**src/rtl/mig_cmd_arbiter_if.sv**
```systemverilog
// mig_cmd_arbiter_if: requester push/status groups, MIG command port and control for mig_cmd_arbiter
// Ports: master = requester/MIG side (drives pushes, enable, prio1, mig_cmd_full);
// slave = arbiter side (drives queue status, overflow, MIG command fields, grant_src, busy).
interface mig_cmd_arbiter_if #(
  parameter int ADDR_WIDTH = 30
);
  logic                  enable;
  logic                  prio1;
  logic                  rq0_cmd_en;
  logic [2:0]            rq0_cmd_instr;
  logic [5:0]            rq0_cmd_bl;
  logic [ADDR_WIDTH-1:0] rq0_cmd_byte_addr;
  logic                  rq0_cmd_full;
  logic                  rq0_cmd_empty;
  logic                  rq0_ovf;
  logic                  rq1_cmd_en;
  logic [2:0]            rq1_cmd_instr;
  logic [5:0]            rq1_cmd_bl;
  logic [ADDR_WIDTH-1:0] rq1_cmd_byte_addr;
  logic                  rq1_cmd_full;
  logic                  rq1_cmd_empty;
  logic                  rq1_ovf;
  logic                  mig_cmd_en;
  logic [2:0]            mig_cmd_instr;
  logic [5:0]            mig_cmd_bl;
  logic [ADDR_WIDTH-1:0] mig_cmd_byte_addr;
  logic                  mig_cmd_full;
  logic                  grant_src;
  logic                  busy;
  modport master (
    output enable, prio1, mig_cmd_full,
    output rq0_cmd_en, rq0_cmd_instr, rq0_cmd_bl, rq0_cmd_byte_addr,
    output rq1_cmd_en, rq1_cmd_instr, rq1_cmd_bl, rq1_cmd_byte_addr,
    input  rq0_cmd_full, rq0_cmd_empty, rq0_ovf, rq1_cmd_full, rq1_cmd_empty, rq1_ovf,
    input  mig_cmd_en, mig_cmd_instr, mig_cmd_bl, mig_cmd_byte_addr, grant_src, busy
  );
  modport slave (
    input  enable, prio1, mig_cmd_full,
    input  rq0_cmd_en, rq0_cmd_instr, rq0_cmd_bl, rq0_cmd_byte_addr,
    input  rq1_cmd_en, rq1_cmd_instr, rq1_cmd_bl, rq1_cmd_byte_addr,
    output rq0_cmd_full, rq0_cmd_empty, rq0_ovf, rq1_cmd_full, rq1_cmd_empty, rq1_ovf,
    output mig_cmd_en, mig_cmd_instr, mig_cmd_bl, mig_cmd_byte_addr, grant_src, busy
  );
endinterface

```
**src/rtl/mig_cmd_arbiter.sv**
```systemverilog
// mig_cmd_arbiter: shares one MIG command port between a frame writer (rq0) and a frame reader (rq1)
// Ports: clk; resetb (async, active-low); bus (slave modport) carrying enable, prio1,
// per-requester push/full/empty/ovf, MIG command outputs with mig_cmd_full, grant_src and busy.
module mig_cmd_arbiter #(
  parameter int ADDR_WIDTH = 30,
  parameter int MAX_GRANTS = 4
) (
  input logic              clk,
  input logic              resetb,
  mig_cmd_arbiter_if.slave bus
);
  localparam int W = 9 + ADDR_WIDTH;
  localparam logic [3:0] MAXG = 4'(MAX_GRANTS);
  typedef enum logic {ARB, GAP} state_t;
  state_t state_q, state_d;
  logic [W-1:0] mem_q [2][2];
  logic [W-1:0] mem_d [2][2];
  logic [1:0] cnt_q [2];
  logic [1:0] cnt_d [2];
  logic [W-1:0] cmd [2];
  logic [1:0] rd_q, rd_d, ovf_q, ovf_d, en, ne, push, pop;
  logic [W-1:0] mig_q, mig_d;
  logic mig_en_q, mig_en_d, grant_q, grant_d, last_q, last_d, go, win;
  logic [3:0] streak_q, streak_d;
  assign en = {bus.rq1_cmd_en, bus.rq0_cmd_en};
  assign cmd[0] = {bus.rq0_cmd_instr, bus.rq0_cmd_bl, bus.rq0_cmd_byte_addr};
  assign cmd[1] = {bus.rq1_cmd_instr, bus.rq1_cmd_bl, bus.rq1_cmd_byte_addr};
  assign ne = {cnt_q[1] != 2'd0, cnt_q[0] != 2'd0};
  assign go = bus.enable && state_q == ARB && !bus.mig_cmd_full && |ne;
  // Under prio1 the reader wins until its streak reaches MAX_GRANTS, then the writer gets one slot.
  assign win = ne == 2'b10 ? 1'b1 : ne == 2'b01 ? 1'b0 : bus.prio1 ? streak_q != MAXG : !last_q;
  always_comb begin
    state_d = go ? GAP : ARB;
    mem_d = mem_q;
    cnt_d = cnt_q;
    rd_d = rd_q;
    ovf_d = ovf_q;
    mig_en_d = go;
    mig_d = go ? mem_q[win][rd_q[win]] : mig_q;
    grant_d = go ? win : grant_q;
    last_d = go ? win : last_q;
    streak_d = !bus.prio1 || (go && !win) ? 4'd0 :
               go && ne[0] && streak_q != MAXG ? streak_q + 4'd1 : streak_q;
    push = '0;
    pop = '0;
    for (int i = 0; i < 2; i++) begin
      push[i] = bus.enable && en[i] && cnt_q[i] != 2'd2 && cmd[i][W-1 -: 3] != 3'd5;
      pop[i] = go && win == 1'(i);
      if (push[i]) mem_d[i][rd_q[i] ^ cnt_q[i][0]] = cmd[i];
      cnt_d[i] = cnt_q[i] + {1'b0, push[i]} - {1'b0, pop[i]};
      rd_d[i] = rd_q[i] ^ pop[i];
      // Fullness is judged before this cycle's pop, so a same-cycle pop does not rescue the push.
      ovf_d[i] = ovf_q[i] | (bus.enable && en[i] && cnt_q[i] == 2'd2 && cmd[i][W-1 -: 3] != 3'd5);
    end
    if (!bus.enable) begin
      cnt_d = '{default: 2'd0};
      rd_d = '0;
      ovf_d = '0;
      streak_d = '0;
      last_d = 1'b1;
    end
  end
  always_ff @(posedge clk or negedge resetb) begin
    if (!resetb) begin
      state_q <= ARB;
      mem_q <= '{default: '0};
      cnt_q <= '{default: 2'd0};
      rd_q <= '0;
      ovf_q <= '0;
      mig_en_q <= 1'b0;
      mig_q <= '0;
      grant_q <= 1'b0;
      last_q <= 1'b1;
      streak_q <= '0;
    end else begin
      state_q <= state_d;
      mem_q <= mem_d;
      cnt_q <= cnt_d;
      rd_q <= rd_d;
      ovf_q <= ovf_d;
      mig_en_q <= mig_en_d;
      mig_q <= mig_d;
      grant_q <= grant_d;
      last_q <= last_d;
      streak_q <= streak_d;
    end
  end
  assign bus.rq0_cmd_full = cnt_q[0] == 2'd2;
  assign bus.rq1_cmd_full = cnt_q[1] == 2'd2;
  assign bus.rq0_cmd_empty = !ne[0];
  assign bus.rq1_cmd_empty = !ne[1];
  assign bus.rq0_ovf = ovf_q[0];
  assign bus.rq1_ovf = ovf_q[1];
  assign bus.mig_cmd_en = mig_en_q;
  assign bus.mig_cmd_instr = mig_q[W-1 -: 3];
  assign bus.mig_cmd_bl = mig_q[ADDR_WIDTH +: 6];
  assign bus.mig_cmd_byte_addr = mig_q[ADDR_WIDTH-1:0];
  assign bus.grant_src = grant_q;
  assign bus.busy = |ne || mig_en_q;
endmodule

```
**src/flat_wrapper.sv**
```systemverilog
// flat-port wrapper written by rule: the top's interface ports become plain ports
module mig_cmd_arbiter_flat 
#(
  parameter int ADDR_WIDTH = 30,
  parameter int MAX_GRANTS = 4
)
  (clk, resetb, bus_enable, bus_prio1, bus_mig_cmd_full, bus_rq0_cmd_en, bus_rq0_cmd_instr, bus_rq0_cmd_bl, bus_rq0_cmd_byte_addr, bus_rq1_cmd_en, bus_rq1_cmd_instr, bus_rq1_cmd_bl, bus_rq1_cmd_byte_addr, bus_rq0_cmd_full, bus_rq0_cmd_empty, bus_rq0_ovf, bus_rq1_cmd_full, bus_rq1_cmd_empty, bus_rq1_ovf, bus_mig_cmd_en, bus_mig_cmd_instr, bus_mig_cmd_bl, bus_mig_cmd_byte_addr, bus_grant_src, bus_busy);
  mig_cmd_arbiter_if #(.ADDR_WIDTH(ADDR_WIDTH)) bus_i ();
  input logic clk;
  input logic resetb;
  input wire logic [$bits(bus_i.enable)-1:0] bus_enable;
  input wire logic [$bits(bus_i.prio1)-1:0] bus_prio1;
  input wire logic [$bits(bus_i.mig_cmd_full)-1:0] bus_mig_cmd_full;
  input wire logic [$bits(bus_i.rq0_cmd_en)-1:0] bus_rq0_cmd_en;
  input wire logic [$bits(bus_i.rq0_cmd_instr)-1:0] bus_rq0_cmd_instr;
  input wire logic [$bits(bus_i.rq0_cmd_bl)-1:0] bus_rq0_cmd_bl;
  input wire logic [$bits(bus_i.rq0_cmd_byte_addr)-1:0] bus_rq0_cmd_byte_addr;
  input wire logic [$bits(bus_i.rq1_cmd_en)-1:0] bus_rq1_cmd_en;
  input wire logic [$bits(bus_i.rq1_cmd_instr)-1:0] bus_rq1_cmd_instr;
  input wire logic [$bits(bus_i.rq1_cmd_bl)-1:0] bus_rq1_cmd_bl;
  input wire logic [$bits(bus_i.rq1_cmd_byte_addr)-1:0] bus_rq1_cmd_byte_addr;
  output wire logic [$bits(bus_i.rq0_cmd_full)-1:0] bus_rq0_cmd_full;
  output wire logic [$bits(bus_i.rq0_cmd_empty)-1:0] bus_rq0_cmd_empty;
  output wire logic [$bits(bus_i.rq0_ovf)-1:0] bus_rq0_ovf;
  output wire logic [$bits(bus_i.rq1_cmd_full)-1:0] bus_rq1_cmd_full;
  output wire logic [$bits(bus_i.rq1_cmd_empty)-1:0] bus_rq1_cmd_empty;
  output wire logic [$bits(bus_i.rq1_ovf)-1:0] bus_rq1_ovf;
  output wire logic [$bits(bus_i.mig_cmd_en)-1:0] bus_mig_cmd_en;
  output wire logic [$bits(bus_i.mig_cmd_instr)-1:0] bus_mig_cmd_instr;
  output wire logic [$bits(bus_i.mig_cmd_bl)-1:0] bus_mig_cmd_bl;
  output wire logic [$bits(bus_i.mig_cmd_byte_addr)-1:0] bus_mig_cmd_byte_addr;
  output wire logic [$bits(bus_i.grant_src)-1:0] bus_grant_src;
  output wire logic [$bits(bus_i.busy)-1:0] bus_busy;
  assign bus_i.enable = bus_enable;
  assign bus_i.prio1 = bus_prio1;
  assign bus_i.mig_cmd_full = bus_mig_cmd_full;
  assign bus_i.rq0_cmd_en = bus_rq0_cmd_en;
  assign bus_i.rq0_cmd_instr = bus_rq0_cmd_instr;
  assign bus_i.rq0_cmd_bl = bus_rq0_cmd_bl;
  assign bus_i.rq0_cmd_byte_addr = bus_rq0_cmd_byte_addr;
  assign bus_i.rq1_cmd_en = bus_rq1_cmd_en;
  assign bus_i.rq1_cmd_instr = bus_rq1_cmd_instr;
  assign bus_i.rq1_cmd_bl = bus_rq1_cmd_bl;
  assign bus_i.rq1_cmd_byte_addr = bus_rq1_cmd_byte_addr;
  assign bus_rq0_cmd_full = bus_i.rq0_cmd_full;
  assign bus_rq0_cmd_empty = bus_i.rq0_cmd_empty;
  assign bus_rq0_ovf = bus_i.rq0_ovf;
  assign bus_rq1_cmd_full = bus_i.rq1_cmd_full;
  assign bus_rq1_cmd_empty = bus_i.rq1_cmd_empty;
  assign bus_rq1_ovf = bus_i.rq1_ovf;
  assign bus_mig_cmd_en = bus_i.mig_cmd_en;
  assign bus_mig_cmd_instr = bus_i.mig_cmd_instr;
  assign bus_mig_cmd_bl = bus_i.mig_cmd_bl;
  assign bus_mig_cmd_byte_addr = bus_i.mig_cmd_byte_addr;
  assign bus_grant_src = bus_i.grant_src;
  assign bus_busy = bus_i.busy;
  mig_cmd_arbiter #(.ADDR_WIDTH(ADDR_WIDTH), .MAX_GRANTS(MAX_GRANTS)) u_core (.clk(clk), .resetb(resetb), .bus(bus_i));
endmodule
```
**config.mk**
```make
export PLATFORM = sky130hd
export DESIGN_NAME = mig_cmd_arbiter_flat
export DESIGN_NICKNAME = d
export VERILOG_FILES = /design/src/rtl/mig_cmd_arbiter_if.sv /design/src/rtl/mig_cmd_arbiter.sv /design/src/flat_wrapper.sv
export SDC_FILE = /design/constraint.sdc
export NUM_CORES = 1
export LEC_CHECK = 0
export BUFFER_PORTS_ARGS = -buffer_cell sky130_fd_sc_hd__buf_2
export CORE_ASPECT_RATIO = 1.25
export CORE_MARGIN = 2
export CORE_UTILIZATION = 50
export CTS_CLUSTER_DIAMETER = 60
export CTS_CLUSTER_SIZE = 24
export DETAILED_ROUTE_END_ITERATION = 10
export HOLD_SLACK_MARGIN = 0.06
export PLACE_DENSITY_LB_ADDON = 0.15
export SYNTH_ARGS = -nofsm -noshare
export SYNTH_HDL_FRONTEND = slang
export SYNTH_SLANG_ARGS = --single-unit
```
**constraint.sdc**
```tcl
create_clock -name clk -period 6 [get_ports clk]
set_clock_uncertainty 0.2 [all_clocks]
set_input_delay 1.5 -clock clk [delete_from_list [all_inputs] [get_ports clk]]
set_output_delay 1.5 -clock clk [all_outputs]
set_load 0.02 [all_outputs]
```
Yosys cells after proc, flatten, opt, wreduce, memory -nomap -nowiden

Index checks and enable logic that the tools add are counted.

Add/subtract/negate cells: 5
$lt $le $gt $ge: 7
Eq/ne operators: 11
Multiplexer cells: 26
Bitwise operators: 12
Reduce and logical (&&, ||, !) cells: 31

Operator list:

| operator                                                                      | number |
|---|---|
| 78-bit 2-to-1 mux                                                             | 3 |
| 39-bit 2-to-1 mux                                                             | 5 |
| 78-bit bitwise mux                                                            | 2 |
| 39-bit demux with 1-bit select                                                | 2 |
| 1-bit logical AND                                                             | 20 |
| 4-bit 2-to-1 mux                                                              | 4 |
| 2-bit >= comparator (second input constant)                                   | 4 |
| 1-bit 2-to-1 mux                                                              | 8 |
| 1-bit NOT with 2-bit output                                                   | 4 |
| 2-bit equality test (second input constant)                                   | 3 |
| 1-bit zero test                                                               | 6 |
| 3-bit != test (second input constant)                                         | 2 |
| 2-bit by 1-bit adder with 2-bit output                                        | 2 |
| 4-bit by 1-bit adder with 4-bit output (second input constant)                | 1 |
| 2-bit by 1-bit less-than comparator with 1-bit output (second input constant) | 2 |
| 2-bit 2-to-1 mux                                                              | 2 |
| 2-bit != test (second input constant)                                         | 2 |
| 4-bit by 3-bit != test with 1-bit output (second input constant)              | 1 |
| 2-bit nonzero test                                                            | 2 |
| 2-bit by 1-bit subtractor with 2-bit output                                   | 2 |
| 1-bit XOR                                                                     | 4 |
| 3-bit by 1-bit != test with 1-bit output (second input constant)              | 1 |
| 2-bit by 1-bit equality test with 1-bit output (second input constant)        | 1 |
| 1-bit logical OR                                                              | 2 |
| other kinds (5)                                                               | 7 |

Register bits after elaboration: 211
Word-level logic and storage cells: 106

Logic depth before layout (Yosys ltp)

Word-level depth: 11
Depth in mapped cells: 11
Gate-level depth less buffers: 11

Worst setup path after synthesis

OpenSTA, ideal clock, no wires.

Kind: input -> register
Start: input bus_mig_cmd_full
End: register u_core.cnt_q[3] in the netlist's numbering
Library setup time: 0.122 ns
Data arrival time: 3.358 ns
Path slack: 2.321 ns
Stages: 10
Path buffers: 2
Cells stage by stage: or3b_1 > buf_2 > a311oi_4 > buf_6 > ha_1 > inv_1 > ha_1 > xor2_1 > xnor2_1 > nor2_1

RTL lines:

| item                 | RTL line              | RTL |
|---|---|---|
| from (decl)          | flat_wrapper.sv:13    | `input wire logic [$bits(bus_i.mig_cmd_full)-1:0] bus_mig_cmd_full;` |
| to (signal assigned) | mig_cmd_arbiter.sv:78 | `cnt_q <= cnt_d;` |
| to (decl)            | mig_cmd_arbiter.sv:18 | `logic [1:0] cnt_q [2];` |

Worst setup path in the final report

Start: input bus_enable
End: register u_core.mig_q[1]

Cells in the longest elaborated chain, start to end: 3

Ends and longest elaborated chain:

| item                            | RTL line              | RTL |
|---|---|---|
| from (decl)                     | flat_wrapper.sv:11    | `input wire logic [$bits(bus_i.enable)-1:0] bus_enable;` |
| 1-bit logical AND (3 in series) | mig_cmd_arbiter.sv:29 | `assign go = bus.enable && state_q == ARB && !bus.mig_cmd_full && \|ne;` |
| to (signal assigned)            | mig_cmd_arbiter.sv:82 | `mig_q <= mig_d;` |
| to (decl)                       | mig_cmd_arbiter.sv:22 | `logic [W-1:0] mig_q, mig_d;` |

No other way between the ends.
A chain may end at the register's enable or synchronous reset.

==> flow_metrics.py <==
metrics = {
    "clocking": {
        "cts_resized": 0,
        "cts_setup_buffers": 0,
        "cts_sinks": 210,
        "ctsHoldBuffers": 0,
        "clkTransAtPathRegs_ns": 0.10,
        "clock_latency_ns": 0.49,
        "cts_root_buf": "clkbuf_16",
        "cts_buffers": 15,
        "cts_tree": "done",
        "htreeDepth": 1,
        "clockBufferDepth": 3,
    },
    "yosys": {
        "synth.area.top_cells": "dfrtp_1, mux2_1, o221ai_2",
        "synth_area_mm2": 0.01064,
        "synth_most_common_cell": "dfrtp_1",
        "syn-num-nets": 1021,
        "syn_inst": 930,
        "synth-seq-cells": 210,
        "synth-main-ff-cell": "dfrtp_1",
        "netlist_top_cells_count": "dfrtp_1, mux2_1, nor2_1",
        "yosysTopAreaCell": "dfrtp_1",
        "ys_warn_count": 0,
        "synth-seq-area-share": 0.4940,
        "synth_edf_count": 0,
        "synth_top_area_share": 0.4915,
        "synth_cell_types": 44,
        "async_flop_share": 1.000,
        "synth_area_per_cell_um2": 11.44,
    },
    "worst_setup_path": {
        "cp-end-kind": "flip-flop",
        "crit_type": "input pin to flip-flop",
        "cp-start-kind": "input pin",
        "ff2ff_setup_slack_ns": 2.70,
        "arrival_ns": 4.23,
        "cp_cell_sequence": "buf_2 > or3b_2 > a311oi_4 > buf_4 > o221ai_1 > o31ai_1",
        "slowest_stage": "or3b_2",
        "crit_required_ns": 6.20,
        "critPathMaxStageDelay_ns": 0.91,
        "crit_fanout": 42,
    },
    "place": {
        "dp_hpwl_um": 16690,
        "gp_congestion": 0.7672,
        "place_area_mm2": 0.01146,
        "port_buffers": 132,
    },
    "cells_and_area": {
        "multi_input_area_mm2": 0.005021,
        "register_area_mm2": 0.005259,
        "nFillCells": 1860,
        "diodes": 0,
        "fin_nets": 1098,
        "drive_gt1_frac": 0.2562,
        "finalInstanceArea_mm2": 0.01195,
        "areaGrowthSynthToFinish_pct": 12.35,
    },
    "sta": {
        "worstMarginPinSlew_ns": 1.156,
        "hold_ws_ns": 0.2919,
        "setup_viol": 0,
        "finalSetupTns_ns": 0,
        "fmax_mhz": 248.5,
        "relSlewSlack": 0.2295,
        "rsz0062_at_grt": "false",
        "min_period_ns": 4.025,
        "finalHoldViolations": 0,
        "slew_viol_final": 0,
        "finalCritPeriodShare": 0.6708,
    },
    "global_route": {
        "gr-usage-met3": 0.03149,
        "grt_pass1_wl_um": 42860,
        "grt_max_degree": 86,
        "antenna_found_initial": 0,
        "grt_pass1_vias": 7744,
        "top_usage_layer": "met2",
        "grt_util_met2": 0.4137,
        "grt_usage": 0.2420,
        "gr-total-overflow": 0,
        "met1_usage": 0.3267,
    },
    "routing": {
        "drt_pass1_iterations": 4,
        "viasPerCell": 5.877,
        "wire_per_inst_um": 20.86,
        "wirelength_um": 26890,
        "ant_nets": 0,
        "vias": 7576,
        "drc_errors": 0,
        "first_iter_violations": 434,
    },
    "power": {
        "p_int_mw": 3.246,
        "power.switching_mw": 1.896,
        "clkPwrFrac": 0.208,
        "pwr-share-seq": 0.464,
        "p_per_area_mw_per_mm2": 430.1,
        "p_leak_nw": 5.041,
        "ir_drop_v": 0.0003091,
        "pwr-share-comb": 0.328,
        "switching_share": 0.3687,
    },
    "die": {
        "start_util": 0.5111,
        "dieArea_mm2": 0.02247,
        "die_h_um": 167.1,
        "rows": 59,
        "die_w_um": 134.5,
        "ios": 133,
        "core-area_mm2": 0.02082,
    },
    "outcome": {
        "status": "finished clean",
    },
    "run": {
        "cap_violations": 0,
    },
    "min_path": {
        "hold_class": "flip-flop to flip-flop",
    },
}
power by group through the flow:
stage	combinational (mW)	clock [mW]	sequential (mW)
2_1_floorplan	1.11	0	2.43
3_3_place_gp	1.67	0	2.39
3_5_place_dp	1.70	0	2.41
4_1_cts	1.71	1.10	2.38
5_1_grt	1.86	1.16	2.46
6_report	1.69	1.07	2.38
sequential cells by signal, summed over array words and instances (netlist names):
| signal | cells |
|---|---|
| u_core.bus.grant_src | 1 |
| u_core.ovf_q | 2 |
| u_core.streak_q | 4 |
| u_core.last_q | 1 |
| u_core.mig_q | 39 |
| u_core.mem_q | 156 |
| u_core.rd_q | 2 |
| u_core.cnt_q | 4 |
| u_core.bus.mig_cmd_en | 1 |
per-stage QoR:
step / setup slack (ns) / util / power (mW) / cells
after floorplan: 2.321 / - / 3.545 / 930
after global routing: 1.831 / 0.5742 / 5.470 / 1289
after CTS: 1.968 / 0.5742 / 5.187 / 1289
after global placement: 1.547 / 0.5506 / 4.052 / 1264
after detailed placement: 1.450 / 0.5506 / 4.111 / 1264
final: 1.975 / 0.5742 / 5.142 / 1289
cell usage in the layout (no fill, tap or decap), types with 36 or more instances in the layout:
master    count
dfrtp_1     207
mux2_1      156
buf_2       131
nor2_1       51
nand2_1      42
a21oi_1      41
o21ai_0      40
nand3_1      40
nor2b_1      40
nor3_1       39
a211oi_1     39
o221ai_2     36
o31ai_2      36
cell families (layout without fill, tap and decap cells):
group | count (synthesis) | after routing | synth area share
simple gates | 236 | 236 | 0.1079
buf+inv | 102 | 187 | 0.04292
flops | 210 | 210 | 0.4940
compound gates | 209 | 209 | 0.1738
xor+xnor | 10 | 10 | 0.008231
mux | 157 | 157 | 0.1660
fa+ha+maj | 6 | 6 | 0.007055
final cells by class:
type / instances / share of cell area
Timing Repair Buffer: 147 / 0.06542
Sequential cell: 210 / 0.4399
Clock inverter: 7 / 0.007955
Inverter: 15 / 0.004815
Tap cell: 274 / 0.02868
Clock buffer: 18 / 0.03318
Multi-Input combinational cell: 618 / 0.4200
critical path, delay by kind of cell:
family | cells | cell delay [ns]
buf+inv | 2 | 0.89
simple gates | 1 | 0.91
compound gates | 3 | 0.90
routing by layer:
layer | up-vias | share of wire
met5 | - | 0
met4 | 0 | 0.017
met3 | 32 | 0.040
met2 | 176 | 0.50
met1 | 3824 | 0.44
li1 | 3544 | -
final timing paths:
path | start | to | cells past startpoint
max in group asynchronous | resetb | u_core.mig_q[23]$_DFFE_PN0N_ | 2
setup / recovery | bus_enable | u_core.mig_q[1]$_DFFE_PN0N_ | 6
hold / removal | u_core.mem_q[54]$_DFFE_PN0P_ | u_core.mem_q[54]$_DFFE_PN0P_ | 1
hold reg to reg | u_core.mem_q[54]$_DFFE_PN0P_ | u_core.mem_q[54]$_DFFE_PN0P_ | 1
setup reg to reg | u_core.rd_q[1]$_DFF_PN0_ | u_core.mem_q[75]$_DFFE_PN0P_ | 4
min in group asynchronous | resetb | u_core.mig_q[36]$_DFFE_PN0N_ | 1
Power figures use the tool's default switching activity.
